[src/rtl/fetch_prefetch_pkg.sv]
//==== fetch_prefetch_pkg : shared widths and reset address for the fetch stage. Rev 1.0 ====
`default_nettype none

package fetch_prefetch_pkg;

  localparam int          C_ADDR_W     = 16;
  localparam int          C_INST_W     = 16;
  localparam int          C_DEPTH      = 4;
  localparam logic [15:0] C_RESET_ADDR = 16'h0000;

  // Width of a counter able to hold 0..depth inclusive.
  function automatic int cnt_w(input int depth);
    return $clog2(depth) + 1;
  endfunction

endpackage

`default_nettype wire

[src/rtl/fetch_prefetch_if.sv]
//==== fetch_prefetch_if : IF-stage bus (memory read port + ID handshake + EX redirect). Rev 1.0 ====
`default_nettype none

interface fetch_prefetch_if
  import fetch_prefetch_pkg::*;
#(
  parameter int ADDR_W = C_ADDR_W,
  parameter int INST_W = C_INST_W
);

  logic              branch_i;
  logic [ADDR_W-1:0] baddr_i;
  logic              re_o;
  logic [ADDR_W-1:0] addr_o;
  logic [INST_W-1:0] inst_i;
  logic              v_o;
  logic              stall_i;
  logic [INST_W-1:0] inst_o;
  logic [ADDR_W-1:0] origaddr_o;

  modport master (
    input  branch_i, baddr_i, inst_i, stall_i,
    output re_o, addr_o, v_o, inst_o, origaddr_o
  );

  modport slave (
    output branch_i, baddr_i, inst_i, stall_i,
    input  re_o, addr_o, v_o, inst_o, origaddr_o
  );

endinterface

`default_nettype wire

[src/rtl/fetch_prefetch_fifo.sv]
//==== fetch_fifo : DEPTH-entry circular buffer with push/pop/clear and head output. Rev 1.0 ====
`default_nettype none

module fetch_fifo #(
  parameter int DEPTH = 4,
  parameter int W     = 32
) (
  input  logic                   clk,
  input  logic                   rst,
  input  logic                   i_clear,
  input  logic                   i_push,
  input  logic                   i_pop,
  input  logic [W-1:0]           i_data,
  output logic [$clog2(DEPTH):0] o_count,
  output logic [W-1:0]           o_head
);

  localparam int PW = $clog2(DEPTH);
  localparam int CW = PW + 1;

  logic [W-1:0]  r_mem [DEPTH];
  logic [PW-1:0] r_wr;
  logic [PW-1:0] r_rd;
  logic [CW-1:0] r_count;

  always_ff @(posedge clk) begin
    if (!rst) begin
      r_wr    <= '0;
      r_rd    <= '0;
      r_count <= '0;
    end else if (i_clear) begin
      r_wr    <= '0;
      r_rd    <= '0;
      r_count <= '0;
    end else begin
      if (i_push) r_wr <= r_wr + PW'(1);
      if (i_pop)  r_rd <= r_rd + PW'(1);
      r_count <= r_count + CW'(i_push) - CW'(i_pop);
    end
  end

  always_ff @(posedge clk) begin
    if (rst && !i_clear && i_push) r_mem[r_wr] <= i_data;
  end

  assign o_count = r_count;
  // Empty queue presents zeros so stale entries never leak after a flush.
  assign o_head  = (r_count != '0) ? r_mem[r_rd] : '0;

endmodule

`default_nettype wire

[src/rtl/fetch_prefetch.sv]
//==== fetch_prefetch : IF stage, pc + in-flight/kill tracking + prefetch queue; option FETCH_BYPASS_EN. Rev 1.0 ====
`default_nettype none

module fetch_prefetch
  import fetch_prefetch_pkg::*;
#(
  parameter int                ADDR_W     = C_ADDR_W,
  parameter int                INST_W     = C_INST_W,
  parameter int                DEPTH      = C_DEPTH,
  parameter logic [ADDR_W-1:0] RESET_ADDR = ADDR_W'(C_RESET_ADDR)
) (
  input  logic              clk,
  input  logic              rst,
  fetch_prefetch_if.master  bus
);

  localparam int CW = cnt_w(DEPTH);
  localparam int EW = INST_W + ADDR_W;

  logic [ADDR_W-1:0] r_pc;
  logic [ADDR_W-1:0] r_infl_addr;
  logic              r_inflight;
  logic              r_kill;

  logic [CW-1:0]     w_count;
  logic [EW-1:0]     w_head;
  logic              w_q_valid;
  logic              w_resp;
  logic              w_byp;
  logic              w_v;
  logic              w_take;
  logic              w_pop;
  logic              w_push;
  logic [CW-1:0]     w_occ;
  logic              w_issue;

  assign w_q_valid = (w_count != '0);
  // Branch wins over a response arriving in the same cycle.
  assign w_resp    = r_inflight & ~r_kill & ~bus.branch_i;

`ifdef FETCH_BYPASS_EN
  assign w_byp = w_resp & ~w_q_valid;
`else
  assign w_byp = 1'b0;
`endif

  assign w_v    = w_q_valid | w_byp;
  assign w_take = w_v & ~bus.stall_i & ~bus.branch_i;
  assign w_pop  = w_take & w_q_valid;
  assign w_push = w_resp & ~(w_byp & ~bus.stall_i);

  assign w_occ   = w_count + CW'(r_inflight) - CW'(w_take);
  assign w_issue = rst & ~bus.branch_i & (w_occ < CW'(DEPTH));

  always_ff @(posedge clk) begin
    if (!rst) begin
      r_pc        <= RESET_ADDR;
      r_infl_addr <= '0;
      r_inflight  <= 1'b0;
      r_kill      <= 1'b0;
    end else begin
      r_inflight <= w_issue;
      if (w_issue) begin
        r_infl_addr <= r_pc;
        r_pc        <= r_pc + ADDR_W'(1);
      end
      if (bus.branch_i) begin
        r_pc   <= bus.baddr_i;
        r_kill <= r_inflight;
      end else if (w_issue) begin
        r_kill <= 1'b0;
      end
    end
  end

  fetch_fifo #(
    .DEPTH (DEPTH),
    .W     (EW)
  ) u_fifo (
    .clk     (clk),
    .rst     (rst),
    .i_clear (bus.branch_i),
    .i_push  (w_push),
    .i_pop   (w_pop),
    .i_data  ({bus.inst_i, r_infl_addr}),
    .o_count (w_count),
    .o_head  (w_head)
  );

  assign bus.re_o       = w_issue;
  assign bus.addr_o     = r_pc;
  assign bus.v_o        = w_v;
  assign bus.inst_o     = w_byp ? bus.inst_i  : w_head[EW-1:ADDR_W];
  assign bus.origaddr_o = w_byp ? r_infl_addr : w_head[ADDR_W-1:0];

endmodule

`default_nettype wire

[src/flat_wrapper.sv]
// flat-port wrapper written by rule: the top's interface ports become plain ports
module fetch_prefetch_flat import fetch_prefetch_pkg::*;
#(
  parameter int                ADDR_W     = C_ADDR_W,
  parameter int                INST_W     = C_INST_W,
  parameter int                DEPTH      = C_DEPTH,
  parameter logic [ADDR_W-1:0] RESET_ADDR = ADDR_W'(C_RESET_ADDR)
)
  (clk, rst, bus_branch_i, bus_baddr_i, bus_inst_i, bus_stall_i, bus_re_o, bus_addr_o, bus_v_o, bus_inst_o, bus_origaddr_o);
  fetch_prefetch_if #(.ADDR_W(ADDR_W), .INST_W(INST_W)) bus_i ();
  input  logic clk;
  input  logic rst;
  input wire logic [$bits(bus_i.branch_i)-1:0] bus_branch_i;
  input wire logic [$bits(bus_i.baddr_i)-1:0] bus_baddr_i;
  input wire logic [$bits(bus_i.inst_i)-1:0] bus_inst_i;
  input wire logic [$bits(bus_i.stall_i)-1:0] bus_stall_i;
  output wire logic [$bits(bus_i.re_o)-1:0] bus_re_o;
  output wire logic [$bits(bus_i.addr_o)-1:0] bus_addr_o;
  output wire logic [$bits(bus_i.v_o)-1:0] bus_v_o;
  output wire logic [$bits(bus_i.inst_o)-1:0] bus_inst_o;
  output wire logic [$bits(bus_i.origaddr_o)-1:0] bus_origaddr_o;
  assign bus_i.branch_i = bus_branch_i;
  assign bus_i.baddr_i = bus_baddr_i;
  assign bus_i.inst_i = bus_inst_i;
  assign bus_i.stall_i = bus_stall_i;
  assign bus_re_o = bus_i.re_o;
  assign bus_addr_o = bus_i.addr_o;
  assign bus_v_o = bus_i.v_o;
  assign bus_inst_o = bus_i.inst_o;
  assign bus_origaddr_o = bus_i.origaddr_o;
  fetch_prefetch #(.ADDR_W(ADDR_W), .INST_W(INST_W), .DEPTH(DEPTH), .RESET_ADDR(RESET_ADDR)) u_core (.clk(clk), .rst(rst), .bus(bus_i));
endmodule
[config.mk]
export PLATFORM = sky130hd
export DESIGN_NAME = fetch_prefetch_flat
export DESIGN_NICKNAME = d
export VERILOG_FILES = /design/src/rtl/fetch_prefetch_pkg.sv /design/src/rtl/fetch_prefetch_if.sv /design/src/rtl/fetch_prefetch_fifo.sv /design/src/rtl/fetch_prefetch.sv /design/src/flat_wrapper.sv
export SDC_FILE = /design/constraint.sdc
export NUM_CORES = 1
export LEC_CHECK = 0
export ABC_AREA = 1
export CORE_ASPECT_RATIO = 0.6
export CORE_MARGIN = 3
export CORE_UTILIZATION = 60
export CTS_BUF_LIST = sky130_fd_sc_hd__clkbuf_2 sky130_fd_sc_hd__clkbuf_4 sky130_fd_sc_hd__clkbuf_8
export DETAILED_ROUTE_END_ITERATION = 7
export PLACE_DENSITY = 0.81
export SLEW_MARGIN = 5
export SYNTH_ARGS = -nofsm -noshare
export SYNTH_HDL_FRONTEND = slang
export SYNTH_SLANG_ARGS = --single-unit
[constraint.sdc]
create_clock -name clk -period 6.6 [get_ports clk]
set_clock_uncertainty 0.2 [all_clocks]
set_input_delay 0.99 -clock clk [delete_from_list [all_inputs] [get_ports clk]]
set_output_delay 0.99 -clock clk [all_outputs]
set_load 0.03 [all_outputs]
* Word-level counts from Yosys, hierarchy flattened
Memory sizes are Yosys's and may differ from the RTL's. A register that Yosys moved wholly into a read port is not among the register bits.
Index checks and enable logic that the tools add are counted.
** Cells by class
- Bitwise logic cells :: 11
- Magnitude comparators :: 1
- Reductions and logical operators :: 6
- $add $sub $neg :: 7
- Multiplexer cells :: 9
** Operators with widths (number)
- 16-bit 2-to-1 mux :: 2
- 32-bit 2-to-1 mux :: 1
- 16-bit by 1-bit adder with 16-bit output (second input constant) :: 1
- 1-bit AND :: 7
- 3-bit by 1-bit adder with 3-bit output :: 2
- 3-bit by 1-bit subtractor with 3-bit output :: 2
- 2-bit by 1-bit adder with 2-bit output (second input constant) :: 2
- 1-bit 2-to-1 mux :: 4
- 2-bit 2-to-1 mux :: 2
- 1-bit NOT :: 4
- 3-bit < comparator (second input constant) :: 1
- 3-bit nonzero test :: 1
- 1-bit logical AND :: 2
- 2-bit nonzero test :: 1
- 2-bit OR reduction :: 1
- 1-bit zero test :: 1
** Storage, ports and cells
- Output and inout port bits :: 50
- Memories :: 1
- Word-level logic and storage cells :: 42
- Bits in registers :: 41
- Bits in writable memories :: 128
** Memories
- u_core.u_fifo.r_mem :: depth 4, width 32, rd ports 1, clocked after Yosys merged registers in 1, wr ports 1, line fetch_prefetch_fifo.sv:21 : logic [W-1:0] r_mem [DEPTH];

* Longest topological paths before layout
- Depth after elaboration :: 8
- Gate-level depth with buffers :: 17
- Depth with buffers taken out :: 16

* Cells and area by module
Synthesis repeated with hierarchy kept, for this count alone.
** Second synthesis, totals
- Cells, all modules :: 857
- Area, all modules :: 8072.7 um^2
** By module, submodules not included
- fetch_fifo :: area each 6165.9 um^2, seq. area each 4023.9 um^2, cells an instance 563, instances 1
- fetch_prefetch :: area each 1906.8 um^2, seq. area each 680.7 um^2, cells an instance 294, instances 1

* Worst setup path after synthesis
No wires, ideal clock.
- Kind :: input to output
- Start :: input port bus_branch_i
- End :: output port bus_re_o
- Data required time :: 5.410 ns
- Arrival :: 2.348 ns
- Stages :: 11
- Setup slack :: 3.062 ns
- Buffers on the path :: 2
- Cell sequence :: clkbuf_1 -> nor3_1 -> ha_1 -> inv_1 -> ha_1 -> nand3_1 -> nand2_1 -> nand2_1 -> nand3_2 -> inv_2 -> buf_4
** Between the ends
- Word-level cells in the longest chain between the ends :: 5
- Elaborated cells on any way between the ends :: 6
- Classes of those cells :: add/sub: 1; order compare: 1; bitwise: 4
** RTL lines
- start: declaration :: line flat_wrapper.sv:13 : input wire logic [$bits(bus_i.branch_i)-1:0] bus_branch_i;
- 1-bit NOT * :: line fetch_prefetch.sv:48, fetch_prefetch.sv:53
- 1-bit AND :: line fetch_prefetch.sv:48 : assign w_take = w_v & ~bus.stall_i & ~bus.branch_i;
- 3-bit by 1-bit subtractor with 3-bit output :: line fetch_prefetch.sv:52 : assign w_occ = w_count + CW'(r_inflight) - CW'(w_take);
- 3-bit < comparator :: line fetch_prefetch.sv:53 : assign w_issue = rst & ~bus.branch_i & (w_occ < CW'(DEPTH));
- 1-bit AND * :: line fetch_prefetch.sv:53
- end: declaration :: line flat_wrapper.sv:17 : output wire logic [$bits(bus_i.re_o)-1:0] bus_re_o;
Mark *: on every way between the ends. The rest lies on a longest branch, timed or not.

* Worst setup path after layout
- Start :: input port rst
- End :: output port bus_re_o
** Between the ends
- Word-level cells in the longest chain between the ends :: 2
** RTL lines
- start: declaration :: line flat_wrapper.sv:12 : input logic rst;
- 1-bit AND (2 in series) :: line fetch_prefetch.sv:53
No other way between the ends.

==> impl_metrics.toml <==
[run_status]
status = "finished clean"

[clock_network]
clk_pin_slew_worst_paths_ps = 80
insertion_delay_ps = 450
cts_hold_buf = 0
cts_tree = "done"
postCtsSetupBuffers = 0
cts_resized = 0
cts_sinks = 171
cts_root_buf = "clkbuf_8"
htree_levels = 4
cts_made_buffers = 17
ctsLongestPathBuffers = 2

[logic_synthesis]
synth_area_leaders = "edfxtp_1, dfxtp_1, nor2_1, nand2_1, o21ai_0"
ys_warn_count = 0
syn_area_sq_mm = 0.00720
synth_cells = 723
yosysSeqAreaShare_pct = 65.4
synth.avg_cell_area_sq_um = 9.95
ys_ff_latch = 171
synth_top_area_share_pct = 53.4
synth_cell_type_count = 25
synthesis.nets = 769
synth_area_leader_cell = "edfxtp_1"

[place]
portBuffers = 85
place_congestion = 0.901
dp.cells = 938
dp_hpwl_mm = 9.83

[power]
ir_drop_mv = 0.208
p_leak_nw = 3.09
powerDensity_mw_per_mm2 = 252

[global_route]
grt_pass1_wl_mm = 25.1
antenna_found_initial = 0
grt_pass1_vias = 5097
gr-total-overflow = 0
grt_start_max_net_pins = 66
grt_usage_pct = 23.9

[floorplan]
die_w_microns = 147
start_util_pct = 62.6
std_cell_rows = 30
die_area_sq_mm = 0.0134
coreArea_sq_mm = 0.0115
ios = 86
die_h_microns = 90.8

[setup_path]
critical_path_class = "input port to output pin"
critPathRequiredTime_ps = 5410
cp_max_fo = 49
setup.worst_path.start_class = "input port"
r2r_start = "u_core.u_fifo.o_count[1]"
r2r_cells = 16
rr_endpoint = "u_core.bus.addr_o[2]"
end_kind = "output pin"
arrival_ps = 3920
regToRegSetupSlack_ps = 3460

[finish]
syn2layout_area_growth_pct = 19.8
layout-drive-gt1-share_pct = 6.18
diodes = 0
multi_input_comb_area_sq_mm = 0.00217
nNetsFinal = 843
fillers = 787
regArea_sq_mm = 0.00471
layout.cells.non_filler = 969

[job]
max-cap-violations = 0

[worst_hold_path]
hp-class = "flop to flop"
min_to = "u_core.r_kill"
hold_path.startpoint = "u_core.r_inflight"
min_path_cells = 2

[sta]
hold_viol_final = 0
tns_ps = 0
fmax_ghz = 0.196
post-route-period-util_pct = 77.5
rsz0062_at_grt = "false"
maxSlewHeadroom_pct = 18.9
final.min_clock_period_ps = 5110
timing.final.max_slew_violations = 0
tightest_slew_ps = 1220
setup_viol = 0

[detailed_routing]
postRouteAntennaNets = 0
wl_per_cell_microns = 16.3
drt-vias-per-instance = 5.54
drt-initial-drc-count = 366
first_pass_iters = 6
drt-total-wl_mm = 15.8
remaining_drc_errors = 0
via_count = 5364
==> stage by stage <==
step                area (sq um)  power, mW  hold WS [ps]  setup WS, ps  util [%]
floorplan                   7200       1.29           236          3060         -
global placement            8160       1.35           256          1630      71.0
detailed placement          8160       1.36           265          1550      71.0
CTS                         8620       2.19           278          1540      75.1
global route                8620       2.25           316          1300      75.1
finish                      8620       2.18           275          1490      75.1
==> cell families after synthesis <==
kind of cell    Yosys count  synth area share [%]
compound gates          135                  9.39
fa+ha+maj                10                  1.84
simple gates            320                  18.4
xor+xnor                  1                 0.122
buf+inv                  86                  4.90
flops                   171                  65.4
==> cell type report <==
| type | instances | share of cell area [%] |
|---|---|---|
| clock buffer | 17 | 2.71 |
| clock inverter | 14 | 2.66 |
| inverter | 50 | 2.18 |
| multi-input combinational | 466 | 25.2 |
| sequential | 171 | 54.6 |
| tap | 160 | 2.32 |
| timing repair buffer | 91 | 10.4 |
==> cells in the final DEF, fill, tap and decap left out, types with 5 or more instances in the layout <==
cell | Yosys | layout
o21ai_0 | 73 | 73
clkbuf_8 | 0 | 17
ha_1 | 9 | 9
nand3_1 | 53 | 53
clkdlybuf4s50_1 | 0 | 85
inv_1 | 46 | 46
dfxtp_1 | 43 | 42
bufinv_16 | 0 | 5
nor2_4 | 3 | 7
edfxtp_1 | 128 | 128
nand4_1 | 6 | 6
o21ai_1 | 14 | 14
nor2_1 | 153 | 149
nand2_1 | 99 | 99
a21oi_1 | 48 | 48
inv_6 | 0 | 6
buf_4 | 2 | 6
==> worst max-delay path: stages <==
cell	delay, ps
clkdlybuf4s50_1	1050
inv_2	290
nor2_4	250
nand3_2	90
buf_4	270
inv_2	240
clkdlybuf4s50_1	720
==> flip-flops by register name, indices dropped and copies added (netlist names), named ones only <==
register,flops
u_core.bus.addr_o,16
u_core.r_infl_addr,16
u_core.r_inflight,1
u_core.r_kill,1
u_core.u_fifo.o_count,3
u_core.u_fifo.r_mem,128
u_core.u_fifo.r_rd,2
u_core.u_fifo.r_wr,2
==> cell usage after synthesis (all sizes together) <==
cell type,n
xor2,1
a21oi,48
fa,1
buf,15
nor3,3
nand3,54
clkinv,1
inv,49
o21ai,87
clkbuf,21
nor2,157
edfxtp,128
nor3b,1
dfxtp,43
ha,9
nand2,99
nand4,6
==> report_power, final <==
group | internal (mW) | leakage (nW) | switching, mW
combinational | 0.0591 | 1.35 | 0.0887
sequential | 1.17 | 1.51 | 0.0187
clock | 0.458 | 0.226 | 0.384
total | 1.69 | 3.09 | 0.491
==> metal layers <==
| metal | track usage (%) | wire, microns |
|---|---|---|
| met5 | 0 | 0 |
| met4 | 9.46 | 222 |
| met3 | 5.37 | 1140 |
| met2 | 38.2 | 7490 |
| met1 | 32.1 | 6910 |
==> how the worst max path moves through the flow <==
stage            startpoint       end  slack, ps  cells after the start
5_1_grt                 rst  bus_re_o       1300                      7
3_5_place_dp            rst  bus_re_o       1550                      7
4_1_cts                 rst  bus_re_o       1540                      7
3_3_place_gp            rst  bus_re_o       1630                      7
2_1_floorplan  bus_branch_i  bus_re_o       3060                     11
6_report                rst  bus_re_o       1490                      7
Note: power is estimated with default switching activity, not from simulation.
